<file path="src/rtl/uart_pkg.sv">
// Shared UART definitions used by both the transmitter and the receiver.
//   RATE_W        : width of the clocks-per-bit value
//   uart_state_t  : frame state encoding (IDLE/START/DATA/PARITY/STOP)
//   parity_bit()  : parity bit for a data word (odd = 1 selects odd parity)
package uart_pkg;
  localparam int RATE_W = 19;

  typedef enum logic [2:0] {
    ST_IDLE,
    ST_START,
    ST_DATA,
    ST_PARITY,
    ST_STOP
  } uart_state_t;

  function automatic logic parity_bit(input logic [7:0] d, input logic odd);
    return (^d) ^ odd;
  endfunction
endpackage

</file>
<file path="src/rtl/uart_bit_timer.sv">
// Bit-period timer for the UART receiver.
//   start : restart the count; latches rate for the rest of the frame
//   half  : with start, the first period is rate>>1 (start-bit centre)
//   rate  : clocks per bit time
//   tick  : one-cycle strobe at the end of each period; after a tick the
//           timer reloads with the full latched rate
module uart_bit_timer
  import uart_pkg::*;
(
  input  logic              i_clk,
  input  logic              i_rst_n,
  input  logic              start,
  input  logic              half,
  input  logic [RATE_W-1:0] rate,
  output logic              tick
);
  localparam logic [RATE_W-1:0] ONE = RATE_W'(1);

  logic [RATE_W-1:0] cnt, tgt, rate_q;
  logic              run;

  // Full-width compare, no wrap; tgt is always >= 1 for supported rates.
  assign tick = run && (cnt == tgt - ONE);

  always_ff @(posedge i_clk or negedge i_rst_n) begin
    if (!i_rst_n) begin
      cnt    <= '0;
      tgt    <= '0;
      rate_q <= '0;
      run    <= 1'b0;
    end else if (start) begin
      cnt    <= '0;
      tgt    <= half ? (rate >> 1) : rate;
      rate_q <= rate;
      run    <= 1'b1;
    end else if (tick) begin
      cnt <= '0;
      tgt <= rate_q;
    end else if (run) begin
      cnt <= cnt + ONE;
    end
  end
endmodule

</file>
<file path="src/rtl/uart_rx.sv">
// UART receiver: 7/8 data bits, optional odd/even parity, one stop bit.
//   i_clk, i_rst_n : clock, async active-low reset
//   i_rx           : serial line (idle high), synchronized internally
//   i_read         : host acknowledge pulse, clears ready and error flags
//   i_eight/i_pen/i_ohel/i_rate : frame format, latched at start edge
//   o_byte         : last received data (bit 7 = 0 in 7-bit mode)
//   o_rxrdy        : unread byte held
//   o_perr/o_ferr/o_ovf : parity, framing, overrun flags
module uart_rx
  import uart_pkg::*;
(
  input  logic              i_clk,
  input  logic              i_rst_n,
  input  logic              i_rx,
  input  logic              i_read,
  input  logic              i_eight,
  input  logic              i_pen,
  input  logic              i_ohel,
  input  logic [RATE_W-1:0] i_rate,
  output logic [7:0]        o_byte,
  output logic              o_rxrdy,
  output logic              o_perr,
  output logic              o_ferr,
  output logic              o_ovf
);
  uart_state_t state, state_n;

  logic       rx_s1, rx_s2, rx_d;
  logic       fall, tick, last_bit;
  logic       tmr_start, tmr_half, frame_done;
  logic [2:0] bit_cnt;
  logic [7:0] shreg, data_w;
  logic       eight_q, pen_q, ohel_q, perr_p;

  // rx_d is the previous synchronized sample, used only for edge detection.
  always_ff @(posedge i_clk or negedge i_rst_n) begin
    if (!i_rst_n) begin
      rx_s1 <= 1'b1;
      rx_s2 <= 1'b1;
      rx_d  <= 1'b1;
    end else begin
      rx_s1 <= i_rx;
      rx_s2 <= rx_s1;
      rx_d  <= rx_s2;
    end
  end

  assign fall     = rx_d & ~rx_s2;
  assign last_bit = (bit_cnt == (eight_q ? 3'd7 : 3'd6));
  // In 7-bit mode only seven shifts happen, so data sits in shreg[7:1].
  assign data_w   = eight_q ? shreg : {1'b0, shreg[7:1]};

  uart_bit_timer u_timer (
    .i_clk   (i_clk),
    .i_rst_n (i_rst_n),
    .start   (tmr_start),
    .half    (tmr_half),
    .rate    (i_rate),
    .tick    (tick)
  );

  always_ff @(posedge i_clk or negedge i_rst_n) begin
    if (!i_rst_n) state <= ST_IDLE;
    else          state <= state_n;
  end

  always_comb begin
    state_n    = state;
    tmr_start  = 1'b0;
    tmr_half   = 1'b0;
    frame_done = 1'b0;
    case (state)
      ST_IDLE:   if (fall) begin
                   state_n   = ST_START;
                   tmr_start = 1'b1;
                   tmr_half  = 1'b1;
                 end
      ST_START:  if (tick) state_n = rx_s2 ? ST_IDLE : ST_DATA;
      ST_DATA:   if (tick && last_bit) state_n = pen_q ? ST_PARITY : ST_STOP;
      ST_PARITY: if (tick) state_n = ST_STOP;
      ST_STOP:   if (tick) begin
                   state_n    = ST_IDLE;
                   frame_done = 1'b1;
                 end
      default:   state_n = ST_IDLE;
    endcase
  end

  always_ff @(posedge i_clk or negedge i_rst_n) begin
    if (!i_rst_n) begin
      bit_cnt <= '0;
      shreg   <= '0;
      eight_q <= 1'b0;
      pen_q   <= 1'b0;
      ohel_q  <= 1'b0;
      perr_p  <= 1'b0;
      o_byte  <= '0;
      o_rxrdy <= 1'b0;
      o_perr  <= 1'b0;
      o_ferr  <= 1'b0;
      o_ovf   <= 1'b0;
    end else begin
      if (state == ST_IDLE && fall) begin
        eight_q <= i_eight;
        pen_q   <= i_pen;
        ohel_q  <= i_ohel;
        perr_p  <= 1'b0;
      end
      if (state == ST_START && tick) bit_cnt <= '0;
      if (state == ST_DATA && tick) begin
        shreg   <= {rx_s2, shreg[7:1]};
        bit_cnt <= bit_cnt + 3'd1;
      end
      if (state == ST_PARITY && tick)
        perr_p <= (rx_s2 != parity_bit(data_w, ohel_q));
      // Completion takes priority over a coincident read; overrun only
      // counts if the previous byte is still unread after this cycle.
      if (frame_done) begin
        o_byte  <= data_w;
        o_rxrdy <= 1'b1;
        o_perr  <= perr_p;
        o_ferr  <= ~rx_s2;
        o_ovf   <= o_rxrdy & ~i_read;
      end else if (i_read) begin
        o_rxrdy <= 1'b0;
        o_perr  <= 1'b0;
        o_ferr  <= 1'b0;
        o_ovf   <= 1'b0;
      end
    end
  end
endmodule

</file>
<file path="config.mk">
export PLATFORM = sky130hd
export DESIGN_NAME = uart_rx
export DESIGN_NICKNAME = d
export VERILOG_FILES = /design/src/rtl/uart_pkg.sv /design/src/rtl/uart_bit_timer.sv /design/src/rtl/uart_rx.sv
export SDC_FILE = /design/constraint.sdc
export NUM_CORES = 1
export LEC_CHECK = 0
export ABC_AREA = 1
export CAP_MARGIN = 20
export CORE_MARGIN = 10
export CORE_UTILIZATION = 62
export DETAILED_ROUTE_END_ITERATION = 8
export DONT_BUFFER_PORTS = 1
export PLACE_DENSITY = 0.89
export SLEW_MARGIN = 20
export SYNTH_ARGS = -nofsm -noshare
export SYNTH_HDL_FRONTEND = slang
export SYNTH_SLANG_ARGS = --single-unit
</file>
<file path="constraint.sdc">
create_clock -name i_clk -period 3.03 [get_ports i_clk]
set_input_delay 0.4545 -clock i_clk [delete_from_list [all_inputs] [get_ports i_clk]]
set_output_delay 0.4545 -clock i_clk [all_outputs]
set_load 0.005 [all_outputs]
</file>
==> metrics.md, run 1 <==
| Metric | Value |
|---|---|
| Post-synth EDFFs | 0 |
| # fillers | 648 |
| Die width | 110 microns |
| Via density per instance | 5.46 |
| Critical path cell sequence | inv_1 > ha_1 > nand2_2 > nor2_2 > nand2_1 > nand2_1 > nand2_1 > nor2_1 > nand2_1 > nor2_2 > nand3_4 > nor2_4 > nand2_1 > o21ai_0 |
| Setup violators final | 0 |
| Number of synthesis warnings | 0 |
| Htree depth | 3 |
| # Post-CTS Setup Buffers | 0 |
| Layout area overhead | 5.83% |
| Sw frac | 0.417 |
| TNS Setup | 0 ps |
| CTS tree | built |
| Post_cts resized | 0 |
| Clock Latency Late Sink | 370 ps |
| Vias in the first global route | 4,130 |
| Routed WL per cell | 14.3 microns |
| Post-Route Skew | 19.1 ps |
| Crit Path Category | reg -> reg |
| Ys async rst share | 1.00 |
| Post-DP HPWL | 8490 microns |
| Post-Syn Nets | 730 |
| GPL Wtd Cong | 0.914 |
| Die H | 110 microns |
| Starting density of the core | 0.645 |
| Final Util | 0.683 |
| Critical path capture point type | register |
| Via count | 4,393 |
| Final max-slew violation count | 0 |
| Top-area cell type share of the netlist area | 0.435 |
| Worst-path clk slew | 90 ps |
| Clock Sinks | 91 |
| # rows | 32 |
| Syn avg cell area | 7.23 sq um |
| Measured slew at the worst slew-check pin | 628 ps |
| Reg-to-Reg End | shreg[4] |
| DRT iter0 DRCs | 349 |
| Final WL | 11,500 microns |
| R2r setup slk | 350 ps |
| Bufs and invs on worst path | 1 |
| Combinational Power Share | 0.392 |
| DIE AREA | 12,200 sq um |
| Sequential share of power | 0.404 |
| Period utilisation layout | 0.885 |
| IO Count | 38 |
| Pleak | 0.00280 uW |
| Root buf cell | clkbuf_8 |
| CTS Buffer Depth | 2 |
| Routed Antenna Nets | 0 |
| Total GRT Usage | 0.196 |
| Slew margin rel. | 0.581 |
| Most used flip-flop cell after synthesis | dfrtp_1 |
| Layout cells sized above 1 | 0.0512 |
| Outcome | complete, but fails checks |
| Area leader, netlist | dfrtp_1 |
| Global route overflow | 0 |
| Crit path time final | 2680 ps |
| Worst path slowest cell | dfrtp_1 |
| Synth area leaders | dfrtp_1, nand2_1, inv_1 |
| IR drop worst, VDD | 0.505 mV |
| Crit path max fanout | 18 |
| Fin. Hold Viols | 13 |
| First-pass GRT wire length | 19,100 microns |
| CP Depth | 14 |
| Largest net degree at the start of global routing | 92 |
| Post-Synthesis Cells | 701 |
| Core area | 7850 sq um |
| Total CTS buffers | 9 |
| Mapped Area | 5060 sq um |
| Clock Power Share | 0.204 |
| Setup crit start | u_timer.tgt[0] |
| Worst endpoint required time | 3300 ps |
| Seq/Total Area, Yosys | 0.450 |
| Int Pwr | 2560 uW |
| Achievable frequency | 0.373 GHz |
| # nets final | 727 |
| Violated checks | negative hold slack |
| 1st-pass router iterations | 5 |
| Synth cell types | 31 |
| DR DRC count | 0 |
| Slowest stage delay, CP | 410 ps |
| Arrival time worst endpoint | 2950 ps |
| Reg2reg start | u_timer.tgt[0] |
| Delay-heaviest family, CP | simple AND/OR/NAND/NOR gates |
| Diodes inserted | 0 |
| Unrepaired setup endpoints after global routing | no |
| Max-cap violations | 0 |
| # port buffers | 0 |
| Flops & latches, synth | 91 |
| CTS Hold Buffers Added | 1 |
| Worst reg2reg path depth | 14 |
| Fin Hold WS | -26.3 ps |
| CP most frequent cell | nand2_1 |
| PwrDens | 818 nW/um^2 |
| P_sw | 1830 uW |
| Initial antenna violation count | 0 |
| Startpoint Class | register |
| HP Class | in -> async |
logic make-up (layout without fill, tap and decap cells):
kind of cell | count (synthesis) | in the layout | share of synthesized area
compound gates | 60 | 60 | 0.0595
xor+xnor | 31 | 31 | 0.0563
buf+inv | 84 | 86 | 0.0711
fa+ha+maj | 3 | 3 | 0.00741
flops | 91 | 91 | 0.450
simple gates | 432 | 432 | 0.355
cells in the final DEF (no fill, tap or decap), drive strengths merged:
master	netlist	routed
nand3b	9	9
xor2	20	20
nand3	40	40
ha	3	3
bufinv	0	1
nand2b	1	1
nor2	72	72
clkbuf	6	12
nor3b	1	1
xnor3	1	1
nor3	12	12
clkinvlp	0	2
o21ai	49	49
a31oi	1	1
inv	67	68
a21oi	10	10
nand2	287	287
xnor2	10	10
or2	2	2
dfstp	3	3
nand4	5	5
nor4	2	2
buf	11	3
dfrtp	88	88
and3	1	1
Yosys cell counts (all sizes together), types with 6 or more instances:
| library cell | number |
|---|---|
| o21ai | 49 |
| xor2 | 20 |
| nand3 | 40 |
| clkbuf | 6 |
| a21oi | 10 |
| nand2 | 287 |
| nor2 | 72 |
| inv | 67 |
| xnor2 | 10 |
| dfrtp | 88 |
| nand3b | 9 |
| buf | 11 |
| nor3 | 12 |
per-stage QoR:
stage | std cells | hold slack (ps) | setup WS (ps) | total power (uW) | area, sq um
finish | 805 | -26.3 | 349 | 4390 | 5360
global route | 805 | 27.4 | 70.0 | 4740 | 5360
CTS | 805 | 14.0 | 351 | 4370 | 5360
detailed placement | 788 | 165 | 403 | 3460 | 5110
global placement | 788 | 165 | 512 | 3390 | 5110
floorplan | 701 | 159 | 901 | 3080 | 5060
power groups by stage:
stage	combinational, uW	clock, uW	sequential (uW)
floorplan	1380	0	1700
global placement	1620	0	1770
detailed placement	1670	0	1790
CTS	1710	895	1770
global route	1980	949	1810
finish	1720	894	1770
area by class of cell:
class | count | area (sq um) | area share
multi-input cells | 526 | 2420 | 0.452
well taps | 102 | 128 | 0.0238
repair buffers | 3 | 55.1 | 0.0103
flip-flops and latches | 91 | 2280 | 0.426
clock inverters | 4 | 56.3 | 0.0105
inverters | 67 | 251 | 0.0469
clock buffers | 12 | 165 | 0.0308
state kept, by name, summed over array words and instances, names as in the netlist, 3 cells and up:
name and cells:
shreg 8, bit_cnt 3, u_timer.tgt 19, o_byte 8, u_timer.cnt 19, state 3
u_timer.rate_q 19
metal layers:
metal  GRT usage  share of wire  up-vias
met4      0.0661          0.017        0
met5           0              0        -
met3      0.0453          0.082       20
met1       0.268           0.44     2031
li1            -              -     2177
met2       0.301           0.46      165
worst max-delay path by stage:
stage,endpoint,slack [ps]
2_1_floorplan,u_timer.cnt[13],900
3_3_place_gp,u_timer.tgt[0],510
3_5_place_dp,o_ferr,400
4_1_cts,u_timer.tgt[5],350
5_1_grt,shreg[5],70
6_report,shreg[4],350
(Power assumes the default switching activity.)
==> run 2, diff against run 1 <==
--- a/config.mk
+++ b/config.mk
@@ -6,12 +6,12 @@
 export NUM_CORES = 1
 export LEC_CHECK = 0
 export ABC_AREA = 1
+export BUFFER_PORTS_ARGS = -buffer_cell sky130_fd_sc_hd__buf_2
 export CAP_MARGIN = 20
 export CORE_MARGIN = 10
-export CORE_UTILIZATION = 62
+export CORE_UTILIZATION = 60
 export DETAILED_ROUTE_END_ITERATION = 8
-export DONT_BUFFER_PORTS = 1
-export PLACE_DENSITY = 0.89
+export PLACE_DENSITY = 0.91
 export SLEW_MARGIN = 20
 export SYNTH_ARGS = -nofsm -noshare
 export SYNTH_HDL_FRONTEND = slang
==> run 2 against run 1 <==
  * The flow now finishes without violations
  * Total power down 2.2%
  * Via count is 6.6% higher
  * Die area grew 2.7%
  * First-iteration DRC count is 23% lower
  * Non-clock buffer count up 40
  * Largest power group unchanged
  * Highest routed layer unchanged
==> metrics.md, run 2 (synthesized netlist as in run 1, its figures left out) <==
| Metric | Value |
|---|---|
| Largest registers | u_timer.cnt (19), u_timer.rate_q (19), u_timer.tgt (19) (unchanged) |
| Measured slew at the worst slew-check pin | 606 ps (was 628 ps) |
| Routed WL per cell | 14.1 microns (was 14.3 microns) |
| Outcome | finished clean (was complete, but fails checks) |
| Sw frac | 0.431 (was 0.417) |
| Clock Power Share | 0.172 (was 0.204) |
| Diodes inserted | 0 (unchanged) |
| Unrepaired setup endpoints after global routing | no (unchanged) |
| Starting density of the core | 0.616 (was 0.645) |
| Worst-path clk slew | 90 ps (about the same) |
| # Post-CTS Setup Buffers | 0 (unchanged) |
| Clock Latency Late Sink | 370 ps (about the same) |
| Cells after DPL | 832 (was 788) |
| Total CTS buffers | 9 (unchanged) |
| P_sw | 1850 uW (was 1830 uW) |
| 1st-pass router iterations | 5 (unchanged) |
| CTS Buffer Depth | 2 (unchanged) |
| DIE AREA | 12,500 sq um (was 12,200 sq um) |
| First-pass GRT wire length | 20,300 microns (was 19,100 microns) |
| Setup ws final | 334 ps (was 349 ps) |
| Root buf cell | clkbuf_8 (unchanged) |
| Clock Sinks | 91 (unchanged) |
| Die H | 112 microns (was 110 microns) |
| IR drop worst, VDD | 0.501 mV (was 0.505 mV) |
| # fillers | 647 (was 648) |
| Fin Hold WS | 80.1 ps (was -26.3 ps) |
| TNS Setup | 0 ps (unchanged) |
| Post-DP HPWL | 8900 microns (was 8490 microns) |
| Pleak | 0.00295 uW (was 0.00280 uW) |
| Initial antenna violation count | 0 (unchanged) |
| Worst path slowest cell | dfrtp_1 (unchanged) |
| Final Util | 0.671 (was 0.683) |
| Layout cells sized above 1 | 0.0983 (was 0.0512) |
| Achievable frequency | 0.371 GHz (was 0.373 GHz) |
| Vias in the first global route | 4,546 (was 4,130) |
| Via count | 4,682 (was 4,393) |
| DRT iter0 DRCs | 269 (was 349) |
| Slew margin rel. | 0.596 (was 0.581) |
| Htree depth | 3 (unchanged) |
| HP Class | in -> async (unchanged) |
| Non-filler cells, final | 848 (was 805) |
| # nets final | 767 (was 727) |
| Period utilisation layout | 0.890 (was 0.885) |
| IO Count | 38 (unchanged) |
| Arrival time worst endpoint | 2930 ps (was 2950 ps) |
| GPL Wtd Cong | 0.973 (was 0.914) |
| Int Pwr | 2440 uW (was 2560 uW) |
| PwrDens | 779 nW/um^2 (was 818 nW/um^2) |
| Core area | 8220 sq um (was 7850 sq um) |
| Post-Route Skew | 15.2 ps (was 19.1 ps) |
| Largest net degree at the start of global routing | 49 (was 92) |
| Crit Path Category | reg -> reg (unchanged) |
| Critical path capture point type | register (unchanged) |
| Most frequent cells in the layout | nand2_1, dfrtp_1, inv_1, nor2_1, o21ai_0 (unchanged) |
| Worst endpoint required time | 3260 ps (was 3300 ps) |
| Combinational Power Share | 0.411 (was 0.392) |
| Layout area overhead | 8.82% (was 5.83%) |
| Total GRT Usage | 0.191 (was 0.196) |
| Routed Antenna Nets | 0 (unchanged) |
| # rows | 33 (was 32) |
| Setup violators final | 0 (unchanged) |
| Max-cap violations | 0 (unchanged) |
| Crit path max fanout | 28 (was 18) |
| Final WL | 11,900 microns (was 11,500 microns) |
| Via density per instance | 5.52 (was 5.46) |
| Critical path cell sequence | inv_1 > ha_1 > nand2_2 > nor2_2 > nand3_1 > nand2_1 > nand2_1 > nor2_1 > nand3_4 > nand2_2 > buf_12 > o21ai_0 (was inv_1 > ha_1 > nand2_2 > nor2_2 > nand2_1 > nand2_1 > nand2_1 > nor2_1 > nand2_1 > nor2_2 > nand3_4 > nor2_4 > nand2_1 > o21ai_0) |
| Startpoint Class | register (unchanged) |
| Commonest non-fill, non-tap cell in the layout | nand2_1 (unchanged) |
| CTS tree | built (unchanged) |
| DR DRC count | 0 (unchanged) |
| Sequential share of power | 0.417 (was 0.404) |
| # port buffers | 37 (was 0) |
| Post_cts resized | 0 (unchanged) |
| Crit path time final | 2700 ps (was 2680 ps) |
| Die width | 112 microns (was 110 microns) |
| Final max-slew violation count | 0 (unchanged) |
| CTS Hold Buffers Added | 0 (was 1) |
| Slowest stage delay, CP | 410 ps (about the same) |
| DP Worst Slack | 376 ps (was 403 ps) |
| Global route overflow | 0 (unchanged) |
| Fin. Hold Viols | 0 (was 13) |
run 2: cell types whose count changed in the layout (fill, tap and decap cells not counted), sizes merged:
cell and change:
clkinvlp -1, bufinv -1, buf +40, inv -1, clkbuf +1, clkinv +2
run 2: critical path, delay by kind of cell (launching register included):
kind	cells	cell delay (ps)
adder cells (fa/ha/maj)	1	210
flip-flops	1	410
AND/OR/NAND/NOR	8	1520
buffers and inverters	2	310
AO/OA/AOI/OAI	1	120
run 2: worst paths after layout:
path / startpoint / endpoint / slack (ps) / depth (start not counted)
hold / removal: i_rst_n / u_timer.rate_q[5] / 80 / 1
min in group i_clk: i_rx / rx_s1 / 180 / 1
setup reg to reg: u_timer.tgt[0] / u_timer.tgt[8] / 330 / 12
hold reg to reg: rx_s1 / rx_s2 / 360 / 0
max in group asynchronous: i_rst_n / rx_d / 2170 / 2
setup / recovery: u_timer.tgt[0] / u_timer.tgt[8] / 330 / 12
run 2: power groups by stage:
stage               Combinational [uW]  Sequential (uW)  Clock [uW]
floorplan                         1380             1700           0
global placement                  1640             1770           0
detailed placement                1720             1800           0
CTS                               1750             1780         743
global route                      2030             1820         786
finish                            1770             1790         736
run 2: per-stage QoR:
stage,instance area [sq um],total power (uW)
floorplan,5060,3080
global placement,5350,3410
detailed placement,5350,3520
CTS,5510,4270
global route,5510,4640
finish,5510,4290
run 2: layout make-up:
class | count | area [sq um] | share of cell area
well taps | 105 | 131 | 0.0238
multi-input cells | 526 | 2420 | 0.440
inverters | 67 | 251 | 0.0456
flip-flops and latches | 91 | 2280 | 0.414
clock inverters | 3 | 17.5 | 0.00318
clock buffers | 13 | 149 | 0.0270
repair buffers | 43 | 258 | 0.0468
run 2: routing by layer:
metal,track usage,vias up,wire length (microns)
met2,0.321,213,5640
li1,-,2256,-
met5,0,-,0
met1,0.236,2174,4990
met4,0.0754,0,367
met3,0.0354,39,918
==> run 3, diff against run 2 <==
--- a/config.mk
+++ b/config.mk
@@ -12,6 +12,7 @@
 export CORE_UTILIZATION = 60
 export DETAILED_ROUTE_END_ITERATION = 8
 export PLACE_DENSITY = 0.91
+export RECOVER_POWER = 25
 export SLEW_MARGIN = 20
 export SYNTH_ARGS = -nofsm -noshare
 export SYNTH_HDL_FRONTEND = slang
==> run 3 against run 2 <==
  * The run now ends with max-capacitance violations, max-slew violations left
  * Non-clock buffer count stayed put
  * Final cell count unchanged
  * First-iteration DRC count is 0.74% higher
  * Final area about the same
  * Count of clock-buffer cells in the layout unchanged
  * Critical endpoint unchanged
  * Largest cell class unchanged
  * Highest routed layer unchanged
==> metrics.md, run 3 (synthesized netlist as in run 1, its figures left out) <==
| Metric | Value |
|---|---|
| Slew margin rel. | -0.693 (was 0.596) |
| GPL Wtd Cong | 0.973 (unchanged) |
| GR Layer Usage met3 | 0.0354 (unchanged) |
| Setup crit start | u_timer.tgt[0] (unchanged) |
| Unrepaired setup endpoints after global routing | no (unchanged) |
| Post-DP HPWL | 8900 microns (unchanged) |
| HP Class | in -> reg (was in -> async) |
| Reg-to-Reg End | u_timer.tgt[8] (unchanged) |
| DIE AREA | 12,500 sq um (unchanged) |
| Hold Path Depth | 1 |
| Largest net degree at the start of global routing | 49 (unchanged) |
| Final max-slew violation count | 49 (was 0) |
| Core area | 8220 sq um (unchanged) |
| Fin. Hold Viols | 0 (unchanged) |
| Worst endpoint required time | 3260 ps (about the same) |
| Crit Path Category | reg -> reg (unchanged) |
| Layout area overhead | 8.75% (was 8.82%) |
| Critical path cell sequence | inv_1 > ha_1 > nand2_2 > nor2_2 > nand3_1 > nand2_1 > nand2_1 > nor2_1 > nand3_4 > nand2_2 > buf_12 > o21ai_0 (unchanged) |
| CP Capture Point | u_timer.tgt[8] (unchanged) |
| PwrDens | 779 nW/um^2 (about the same) |
| CTS Hold Buffers Added | 0 (unchanged) |
| Slowest stage delay, CP | 410 ps (about the same) |
| # port buffers | 37 (unchanged) |
| Fin Hold WS | 184 ps (was 80.1 ps) |
| CP Depth | 12 (unchanged) |
| Met2 Use GR | 0.321 (unchanged) |
| Clock Sinks | 91 (unchanged) |
| Total CTS buffers | 9 (unchanged) |
| 1st-pass router iterations | 5 (unchanged) |
| # rows | 33 (unchanged) |
| Worst path slowest cell | dfrtp_1 (unchanged) |
| Most frequent cells in the layout | nand2_1, dfrtp_1, inv_1, nor2_1, o21ai_0 (unchanged) |
| Die width | 112 microns (unchanged) |
| Starting density of the core | 0.616 (unchanged) |
| IO Count | 38 (unchanged) |
| Startpoint Class | register (unchanged) |
| Setup violators final | 0 (unchanged) |
| DRT iter0 DRCs | 271 (was 269) |
| Delay-heaviest family, CP | simple AND/OR/NAND/NOR gates (unchanged) |
| Post_cts resized | 0 (unchanged) |
| # nets final | 767 (unchanged) |
| Worst-path clk slew | 80 ps (was 90 ps) |
| Achievable frequency | 0.371 GHz (about the same) |
| R2r setup slk | 330 ps (about the same) |
| Root buf cell | clkbuf_8 (unchanged) |
| Via count | 4,682 (unchanged) |
| Violated checks | max-capacitance violations, max-slew violations |
| Largest registers | u_timer.cnt (19), u_timer.rate_q (19), u_timer.tgt (19) (unchanged) |
| Pleak | 0.00295 uW (about the same) |
| GRT busiest layer | met2 (unchanged) |
| GR Util met1 | 0.236 (unchanged) |
| CTS tree | built (unchanged) |
| Final instance area | 5510 sq um (about the same) |
| Routed Antenna Nets | 0 (unchanged) |
| Htree depth | 3 (unchanged) |
| Total GRT Usage | 0.191 (unchanged) |
| DR DRC count | 0 (unchanged) |
| TNS Setup | 0 ps (unchanged) |
| Final Util | 0.670 (was 0.671) |
| Routed WL per cell | 14.1 microns (about the same) |
| Worst reg2reg path depth | 12 (unchanged) |
| CTS Buffer Depth | 2 (unchanged) |
| Crit path max fanout | 28 (unchanged) |
| Vias in the first global route | 4,546 (unchanged) |
| Final WL | 11,900 microns (about the same) |
| Via density per instance | 5.52 (unchanged) |
| Global route overflow | 0 (unchanged) |
| Critical path capture point type | register (unchanged) |
| Period utilisation layout | 0.890 (about the same) |
| Clock Latency Late Sink | 370 ps (about the same) |
| Die H | 112 microns (unchanged) |
| Outcome | complete, but fails checks (was finished clean) |
| Commonest non-fill, non-tap cell in the layout | nand2_1 (unchanged) |
| Crit path time final | 2700 ps (about the same) |
| IR drop worst, VDD | 0.501 mV (about the same) |
| # Post-CTS Setup Buffers | 0 (unchanged) |
| First-pass GRT wire length | 20,300 microns (unchanged) |
| Measured slew at the worst slew-check pin | 2540 ps (was 606 ps) |
| Initial antenna violation count | 0 (unchanged) |
| Cell Area, Placed | 5350 sq um (unchanged) |
| Layout cells sized above 1 | 0.0969 (was 0.0983) |
| Post-Route Skew | 15.1 ps (was 15.2 ps) |
| Diodes inserted | 0 (unchanged) |
| Reg2reg start | u_timer.tgt[0] (unchanged) |
| Arrival time worst endpoint | 2930 ps (about the same) |
| Bufs and invs on worst path | 2 (unchanged) |
| Max-cap violations | 1 (was 0) |
run 3: how the worst min path moves through the flow:
stage | start | endpoint
floorplan | i_rst_n | bit_cnt[0]
global placement | rx_s1 | rx_s2
detailed placement | rx_s1 | rx_s2
CTS | i_rst_n | u_timer.rate_q[5]
global route | i_rx | rx_s1
finish | i_rx | rx_s1
run 3: cell type report:
cell class	count	area, sq um
Clock buffer	13	149
Clock inverter	3	17.5
Fill cell	647	2710
Inverter	67	251
Multi-Input combinational cell	526	2420
Sequential cell	91	2280
Tap cell	105	131
Timing Repair Buffer	43	254
run 3: report_power, final:
part	total, uW	switching [uW]	internal [uW]	leakage [uW]
logic	1770	1150	614	0.00168
clock network	736	417	319	0.0000834
registers	1790	281	1510	0.00119
run 3: metal layers:
metal | vias to the layer above | wire, microns
met3 | 38 | 908
met1 | 2175 | 5000
li1 | 2256 | -
met4 | 0 | 364
met2 | 213 | 5640
met5 | - | 0
run 3: through the flow:
stage | worst slack, ps | total power (uW) | std cells
finish | 334 | 4290 | 848
global route | 50.1 | 4640 | 848
CTS | 331 | 4270 | 848
detailed placement | 376 | 3520 | 832
global placement | 511 | 3410 | 832
floorplan | 901 | 3080 | 701
